### config.mk
export PLATFORM = sky130hd
export DESIGN_NAME = ip2mac_cache
export DESIGN_NICKNAME = d
export VERILOG_FILES = /design/src/rtl/ip2mac_cache.sv
export SDC_FILE = /design/constraint.sdc
export NUM_CORES = 2
export LEC_CHECK = 0
export ABC_AREA = 1
export CAP_MARGIN = 20
export CORE_ASPECT_RATIO = 0.6
export CORE_MARGIN = 5
export CORE_UTILIZATION = 34
export CTS_BUF_LIST = sky130_fd_sc_hd__clkbuf_8
export DETAILED_ROUTE_END_ITERATION = 8
export PLACE_DENSITY = 0.6
export SLEW_MARGIN = 25
export SYNTH_ARGS = -nofsm -noshare
export SYNTH_HDL_FRONTEND = slang
export SYNTH_SLANG_ARGS = --single-unit
### constraint.sdc
create_clock -name clk -period 14.9 [get_ports clk]
set_input_delay 2.235 -clock clk [delete_from_list [all_inputs] [get_ports clk]]
set_output_delay 2.235 -clock clk [all_outputs]
set_load 0.05 [all_outputs]
### src/rtl/ip2mac_cache.sv
// IP->MAC resolution cache: DEPTH entries, tick-driven aging, oldest-entry eviction when full.
// Lookup scans one entry per cycle (hit at k: done after k+1 edges, miss: DEPTH); writes always accepted.
module ip2mac_cache #(
  parameter int IP_W    = 32,
  parameter int MAC_W   = 48,
  parameter int DEPTH   = 8,
  parameter int AGE_W   = 8,
  parameter int AGE_MAX = 200,
  localparam int IW     = $clog2(DEPTH),
  localparam int CW     = $clog2(DEPTH + 1)
) (
  input  logic             clk,
  input  logic             reset,
  input  logic             lookup_req,
  input  logic [IP_W-1:0]  lookup_ip,
  output logic             lookup_ready,
  output logic             lookup_done,
  output logic             lookup_found,
  output logic [MAC_W-1:0] lookup_mac,
  input  logic             wr_en,
  input  logic [IP_W-1:0]  wr_ip,
  input  logic [MAC_W-1:0] wr_mac,
  input  logic             tick,
  input  logic             flush,
  output logic [CW-1:0]    entry_count
);

  typedef enum logic [1:0] {S_IDLE, S_SCAN, S_DONE} state_t;

  state_t             state_q, state_d;
  logic [IW-1:0]      idx_q, idx_d;
  logic [IP_W-1:0]    lkip_q, lkip_d;
  logic               found_q, found_d;
  logic [MAC_W-1:0]   mac_q, mac_d;
  logic [CW-1:0]      count_q, count_d;

  logic [DEPTH-1:0]   vld_q, vld_d;
  logic [IP_W-1:0]    tip_q  [DEPTH];
  logic [IP_W-1:0]    tip_d  [DEPTH];
  logic [MAC_W-1:0]   tmac_q [DEPTH];
  logic [MAC_W-1:0]   tmac_d [DEPTH];
  logic [AGE_W-1:0]   age_q  [DEPTH];
  logic [AGE_W-1:0]   age_d  [DEPTH];

  logic               wr_ok, hit, free;
  logic [IW-1:0]      hit_idx, free_idx, old_idx, tgt;
  logic [AGE_W-1:0]   old_age;

  // Zero and broadcast are reserved and never enter the table.
  assign wr_ok = wr_en && (wr_ip != '0) && (wr_ip != '1);

  always_comb begin
    vld_d    = vld_q;
    tip_d    = tip_q;
    tmac_d   = tmac_q;
    age_d    = age_q;
    hit      = 1'b0;
    hit_idx  = '0;
    free     = 1'b0;
    free_idx = '0;
    old_idx  = '0;
    old_age  = age_q[0];
    for (int i = 0; i < DEPTH; i++) begin
      if (vld_q[i] && (tip_q[i] == wr_ip) && !hit) begin
        hit     = 1'b1;
        hit_idx = IW'(i);
      end
      if (!vld_q[i] && !free) begin
        free     = 1'b1;
        free_idx = IW'(i);
      end
      // Strict compare keeps the lowest index on age ties.
      if (age_q[i] > old_age) begin
        old_age = age_q[i];
        old_idx = IW'(i);
      end
    end
    tgt = hit ? hit_idx : (free ? free_idx : old_idx);

    if (flush) begin
      for (int i = 0; i < DEPTH; i++) begin
        vld_d[i] = 1'b0;
        age_d[i] = '0;
      end
    end else begin
      if (tick) begin
        for (int i = 0; i < DEPTH; i++) begin
          if (vld_q[i]) begin
            age_d[i] = age_q[i] + AGE_W'(1);
            if (age_q[i] + AGE_W'(1) == AGE_W'(AGE_MAX)) vld_d[i] = 1'b0;
          end
        end
      end
      // The write lands after aging so a refreshed entry survives an expiring tick.
      if (wr_ok) begin
        vld_d[tgt]  = 1'b1;
        tip_d[tgt]  = wr_ip;
        tmac_d[tgt] = wr_mac;
        age_d[tgt]  = '0;
      end
    end

    count_d = '0;
    for (int i = 0; i < DEPTH; i++) count_d = count_d + CW'(vld_d[i]);
  end

  always_comb begin
    state_d = state_q;
    idx_d   = idx_q;
    lkip_d  = lkip_q;
    found_d = found_q;
    mac_d   = mac_q;
    case (state_q)
      S_IDLE: begin
        if (lookup_req) begin
          lkip_d  = lookup_ip;
          idx_d   = '0;
          state_d = S_SCAN;
        end
      end
      S_SCAN: begin
        if (lkip_q == '1) begin
          found_d = 1'b1;
          mac_d   = '1;
          state_d = S_DONE;
        end else if (vld_q[idx_q] && (tip_q[idx_q] == lkip_q)) begin
          found_d = 1'b1;
          mac_d   = tmac_q[idx_q];
          state_d = S_DONE;
        end else if (idx_q == IW'(DEPTH - 1)) begin
          found_d = 1'b0;
          mac_d   = '0;
          state_d = S_DONE;
        end else begin
          idx_d = idx_q + IW'(1);
        end
      end
      S_DONE:  state_d = S_IDLE;
      default: state_d = S_IDLE;
    endcase
  end

  always_ff @(posedge clk or negedge reset) begin
    if (!reset) begin
      state_q <= S_IDLE;
      idx_q   <= '0;
      lkip_q  <= '0;
      found_q <= 1'b0;
      mac_q   <= '0;
      count_q <= '0;
      vld_q   <= '0;
      for (int i = 0; i < DEPTH; i++) begin
        tip_q[i]  <= '0;
        tmac_q[i] <= '0;
        age_q[i]  <= '0;
      end
    end else begin
      state_q <= state_d;
      idx_q   <= idx_d;
      lkip_q  <= lkip_d;
      found_q <= found_d;
      mac_q   <= mac_d;
      count_q <= count_d;
      vld_q   <= vld_d;
      tip_q   <= tip_d;
      tmac_q  <= tmac_d;
      age_q   <= age_d;
    end
  end

  assign lookup_ready = (state_q == S_IDLE);
  assign lookup_done  = (state_q == S_DONE);
  assign lookup_found = found_q;
  assign lookup_mac   = mac_q;
  assign entry_count  = count_q;

endmodule

== After elaboration in Yosys (flattened, before gate mapping) ==
Index checks and enable logic that the tools add are counted.

* Register bits after elaboration: 802
* Memory bits (writable): 0
* Memory bits (read-only): 0
* Memories: 0
* Word-level logic and storage cells: 260
* Bits of input ports: 118
* Latch bits: 0
* Output and inout port bits: 55

* Add/sub/neg operators: 16
* $mul: 0
* Muxes and demuxes: 111
* Order comparisons: 13
* Shift operators: 0
* Bitwise logic cells: 6
* Eq/ne operators: 27
* Div/mod/pow operators: 0
* Reductions and logical operators: 56

{| class="wikitable"
|+ Operator list
! cell !! count
|-
| $bwmux 384 || 1
|-
| $eq 32x32->1 || 9
|-
| $mux 48 || 6
|-
| $bwmux 256 || 1
|-
| $mux 64 || 4
|-
| $mux 8 || 19
|-
| $bmux 48 s3 || 1
|-
| $demux 48 s3 || 1
|-
| $bmux 32 s3 || 1
|-
| $demux 32 s3 || 1
|-
| $mux 32 || 3
|-
| $mux 3 || 24
|-
| $add 8x1->8 const B || 8
|-
| $and 64x64->64 || 1
|-
| $eq 8x8->1 const B || 8
|-
| $not 64->64 || 1
|-
| $gt 8x8->1 || 7
|-
| $mux 1 || 40
|-
| $eq 32x32->1 const B || 1
|-
| $ne 32x32->1 const B || 1
|-
| $reduce_bool 32->1 || 1
|-
| $logic_and 1x1->1 || 27
|-
| $demux 8 s3 || 1
|-
| $logic_not 1->1 || 20
|-
| other kinds (27) || 42
|}

== Logic depth before layout (Yosys ltp) ==
* Depth after elaboration: 39
* Mapped depth: 93
* Mapped depth without buffers: 85

== Worst setup path before layout ==
Ideal clock, no wire load.

* Path type: register to register
* Start: register age_q[55] (netlist name)
* End: register count_q[2] (netlist: entry_count[2])
* Stages on the path, launching flop included: 79
* Setup slack: 2.739 ns
* Buffers on the path: 8
* Arrival time: 12.038 ns
* Path through: dfrtp_1 -> ha_1 -> a21o_1 -> nor2_1 -> nand2_2 -> nand2_2 -> clkbuf_1 -> o21ai_0 -> ha_1 -> nand2_1 -> inv_1 -> nand3_1 -> nor2_1 -> nand4_1 -> nand2_4 -> clkbuf_1 -> o21ai_0 -> ha_1 -> [43 not listed] -> nand2_1 -> nand2_1 -> nand2_1 -> nand2_1 -> nand2_2 -> nand3_2 -> buf_2 -> buf_2 -> o21ai_1 -> fa_1 -> inv_1 -> fa_1 -> inv_1 -> fa_1 -> ha_1 -> inv_1 -> fa_1 -> xnor2_1

* Elaborated cells on any way between the ends: 43
* Those cells by class: add/sub (8); order compare (9); eq/ne (1); mux (23); bitwise (1); reduce/logical (1)

{| class="wikitable"
|+ RTL lines
! element !! RTL line !! source
|-
| start, declared || 42 || <nowiki>logic [AGE_W-1:0] age_q [DEPTH];</nowiki>
|-
| start signal, assigned || 167 || <nowiki>age_q <= age_d;</nowiki>
|-
| $gt 8x8->1 || 73 || <nowiki>if (age_q[i] > old_age) begin</nowiki>
|-
| $mux 8 || 73 ||
|-
| $gt 8x8->1 || 73 ||
|-
| $mux 8 || 73 ||
|-
| $gt 8x8->1 || 73 ||
|-
| $mux 8 || 73 ||
|-
| $gt 8x8->1 || 73 ||
|-
| $mux 8 || 73 ||
|-
| [11 not listed] || -- ||
|-
| $demux 1 s3 (*) || 96 || <nowiki>vld_d[tgt] = 1'b1;</nowiki>
|-
| $or 8x8->8 (no line) (*) || -- ||
|-
| $mux 8 (*) || 95 || <nowiki>if (wr_ok) begin</nowiki>
|-
| $mux 8 (*) || 80 || <nowiki>if (flush) begin</nowiki>
|-
| via vld_d[3] || 37 || <nowiki>logic [DEPTH-1:0] vld_q, vld_d;</nowiki>
|-
| $add 3x1->4 (*) || 104 || <nowiki>for (int i = 0; i < DEPTH; i++) count_d = count_d + CW'(vld_d[i]);</nowiki>
|-
| $add 4x1->4 (*) (4 in series) || 104 ||
|-
| via count_d[2] || 35 || <nowiki>logic [CW-1:0] count_q, count_d;</nowiki>
|-
| end signal, assigned || 163 || <nowiki>count_q <= count_d;</nowiki>
|-
| end, declared || 35 ||
|}

The timed path passes the listed nets; every way through them passes the cells marked *. The select of a mux whose other input is x is not followed.
A chain may end at the register's enable or synchronous reset.

== Final worst setup path ==
* Start: register age_q[62] (netlist name)
* End: register count_q[2] (netlist: entry_count[2])

* Elaborated cells on any way between the ends: 43
* Those cells by class: add/sub (8); order compare (9); eq/ne (1); mux (23); bitwise (1); reduce/logical (1)

{| class="wikitable"
|+ RTL lines
! element !! RTL line
|-
| $gt 8x8->1 || 73
|-
| $mux 8 || 73
|-
| $gt 8x8->1 || 73
|-
| $mux 8 || 73
|-
| $gt 8x8->1 || 73
|-
| $mux 8 || 73
|-
| $gt 8x8->1 || 73
|-
| $mux 8 || 73
|-
| [10 not listed] || --
|-
| $mux 1 (not written as such) || 96
|-
| $demux 1 s3 (*) || 96
|-
| $or 8x8->8 (no line) (*) || --
|-
| $mux 8 (*) || 95
|-
| $mux 8 (*) || 80
|-
| via vld_d[5] || 37
|-
| $add 4x1->4 (*) (3 in series) || 104
|-
| via count_d[2] || 35
|}

Marked as above.

==> results.toml <==
[clock_network]
postCtsSetupBuffers = 0
htreeDepth = 4
path_clk_slew_ns = 0.07
cts_hold_buf = 0
clkSinkCount = 802
cts_tree = "done"
cts_buffers = 130
clkLatencyLatePin_ns = 0.87
root_buffer = "clkbuf_8"
cts_buffer_depth = 3
cts_resized = 0

[synthesis]
yosys.area.top_type_share_pct = 45.7
synth_compound_gate_area_share_pct = 16.5
syn_avg_cell_area_um2 = 7.86
synth_area_leader_cell = "dfrtp_1"
synth_fp_nets = 5769
synth_area_leaders = "dfrtp_1 46%, nand2_1 14%, nand4_1 6.5%"
synth_edf_count = 0
synth_mux_area_share_pct = 0.713
async_reset_ff_share_pct = 100
syn_inst = 5582
ys_seq_area_share_pct = 45.7
synth_adder_area_share_pct = 2.04
synthesis.area_um2 = 43900
yosysUniqueCellTypes = 56
yosys.area_share.simple_pct = 25.3
yosys_warnings = 0
ys_seq_elements = 802
synthXorXnorAreaFrac_pct = 2.55
ys.flop_type = "dfrtp_1"
synth_top_family_by_area = "simple AND/OR/NAND/NOR gates"

[worst_setup_path]
reg2reg_depth = 70
slowest_stage = "buf_4"
end_kind = "flip-flop"
crit_buf_inv = 7
reg2reg_from = "age_q[62]$_DFF_PN0_"
setup.worst_path.start = "age_q[62]$_DFF_PN0_"
reg2reg_slack_ns = 1.21
max_stage_delay_ns = 0.68
cp_top_family = "simple AND/OR/NAND/NOR gates"
crit_arrival_ns = 14.41
cp.required_ns = 15.62
crit_end = "entry_count[2]$_DFF_PN0_"
start_kind = "flip-flop"
path_common_cell = "nand2_1"
cp_num_cells = 70
crit_fanout = 46
r2r_end = "entry_count[2]$_DFF_PN0_"
critical_path_class = "reg2reg"

[die]
core.rowCount = 102
start_util_pct = 34.1
coreArea_um2 = 129000
ioPinCount = 173
dieArea_um2 = 137000
die_h_um = 288
fp.dieW_um = 474

[layout]
nets = 5718
syn2layout_area_growth_pct = 12.4
drive_gt1_share_pct = 6.26

[global_routing]
antenna_found_initial = 21
overflow = 0
track_usage_pct = 25.8
grt_pass1_vias = 39006
grt_max_degree = 190
grt_pass1_wl_um = 268000

[timing]
relSlewSlack_pct = 18.9
tns_ns = 0
clock.fmax_ghz = 0.0731
slew_violations = 0
hold_violations = 0
worst_slew_pin_slew_ns = 1.20
setup_viol = 0
layout_setup_ws_ns = 1.21
fin_hold_ws_ns = 0.471
fin_crit_ns = 13.69
period_share_pct = 91.9
clock_skew_ns = 0.0693
grt_setup_unrepaired = "no"

[status]
outcome = "complete, no violations"

[place]
place_ws_ns = 1.37
gp_congestion = 1.02
hpwl_um = 114000
io_buffers = 172

[routing]
wire_per_inst_um = 24.6
num_vias = 42590
drc = 0
drt_iter0_markers = 5901
drtAntennaViolNets = 0
routed_wl_um = 181000
vias_per_cell = 5.79
first_pass_iters = 7

[flow_run]
maxCapViolations = 0

[pwr]
leakage_nw = 23.9
ir_drop_v = 0.000177
power_density_nw_per_um2 = 164

[min_path]
hold_path.class = "reg2reg"
## kinds of logic (layout without fill, tap and decap cells)
family / after synthesis / in the layout
AND/OR/NAND/NOR: 2531 / 2531
AO/OA/AOI/OAI: 1256 / 1256
flip-flops: 802 / 802
buffers and inverters: 768 / 812
XOR/XNOR: 128 / 128
adder cells (fa/ha/maj): 69 / 69
multiplexers: 28 / 28
other: 0 / 11
## worst min path at each step
| stage | start | end | slack (ns) | cells past startpoint |
|---|---|---|---|---|
| 2_1_floorplan | tip_q[167]$_DFFE_PN0P_ | tip_q[167]$_DFFE_PN0P_ | 0.44 | 2 |
| 3_3_place_gp | tmac_q[246]$_DFFE_PN0P_ | tmac_q[246]$_DFFE_PN0P_ | 0.45 | 2 |
| 3_5_place_dp | tmac_q[337]$_DFFE_PN0P_ | tmac_q[337]$_DFFE_PN0P_ | 0.46 | 2 |
| 4_1_cts | tmac_q[373]$_DFFE_PN0P_ | tmac_q[373]$_DFFE_PN0P_ | 0.47 | 2 |
| 5_1_grt | tmac_q[284]$_DFFE_PN0P_ | tmac_q[284]$_DFFE_PN0P_ | 0.49 | 2 |
| 6_report | tmac_q[360]$_DFFE_PN0P_ | tmac_q[360]$_DFFE_PN0P_ | 0.47 | 2 |
## layer usage
metal | global-route usage [%] | vias up | routed length (um)
met5 | 0 | - | 57
met4 | 6.53 | 10 | 3470
met3 | 10.3 | 285 | 25200
met2 | 33.4 | 2540 | 70100
met1 | 39.1 | 20689 | 82300
li1 | - | 19066 | -
## cells in the final DEF (no fill, tap or decap), types with 26 or more instances in the layout
master,count
nand2_1,1678
dfrtp_1,800
nand4_1,457
inv_1,354
o21ai_0,337
a21oi_1,307
o21ai_1,247
nor2_1,181
clkdlybuf4s50_1,171
clkbuf_8,160
o22ai_1,103
nand3_1,90
buf_4,84
xor2_1,80
ha_1,65
a21o_1,52
a22oi_1,51
xnor2_1,48
a32o_1,48
nor4_1,43
o211ai_1,29
mux2_2,26
## area by class of cell
type / count / area, um2
fill: 13287 / 79300
multi-input combinational: 4012 / 20800
sequential: 802 / 20100
timing repair buffer: 266 / 2520
clock buffer: 160 / 2200
tap: 1716 / 2150
inverter: 319 / 1210
clock inverter: 67 / 313
antenna: 11 / 27.5
## synth_stat cells (80+ instances only)
cell type	count
o21ai_0	342
nand3_1	93
buf_2	103
nand2_1	1679
xor2_1	80
o21ai_1	243
clkbuf_1	296
o22ai_1	103
a21oi_1	307
nand4_1	457
dfrtp_1	802
nor2_1	182
inv_1	306
## through the flow
stage	cells	util [%]	total power (W)	instance area, um2
global route	7348	38.3	0.00864	49300
CTS	7342	38.3	0.00803	49300
floorplan	5582	-	0.00494	43900
finish	7353	38.3	0.00810	49300
detailed placement	7115	36.4	0.00608	46800
global placement	7115	36.4	0.00602	46800
## flip-flops by register name, summed over array words and instances (netlist names)
| name | flops |
|---|---|
| entry_count | 4 |
| lookup_found | 1 |
| vld_q | 8 |
| idx_q | 3 |
| state_q | 2 |
| tmac_q | 384 |
| lkip_q | 32 |
| age_q | 64 |
| tip_q | 256 |
| lookup_mac | 48 |
## worst min-delay path, cell delays in order (launching register included)
cell	delay (ns)
dfrtp_1	0.34
nand2_1	0.05
nand2_1	0.05
## power by group
group / switching [W] / total [W] / internal, W
registers: 0.000279 / 0.00272 / 0.00244
clock network: 0.000973 / 0.00194 / 0.000971
logic: 0.00237 / 0.00344 / 0.00107
Note: power is estimated with default switching activity, not from simulation.
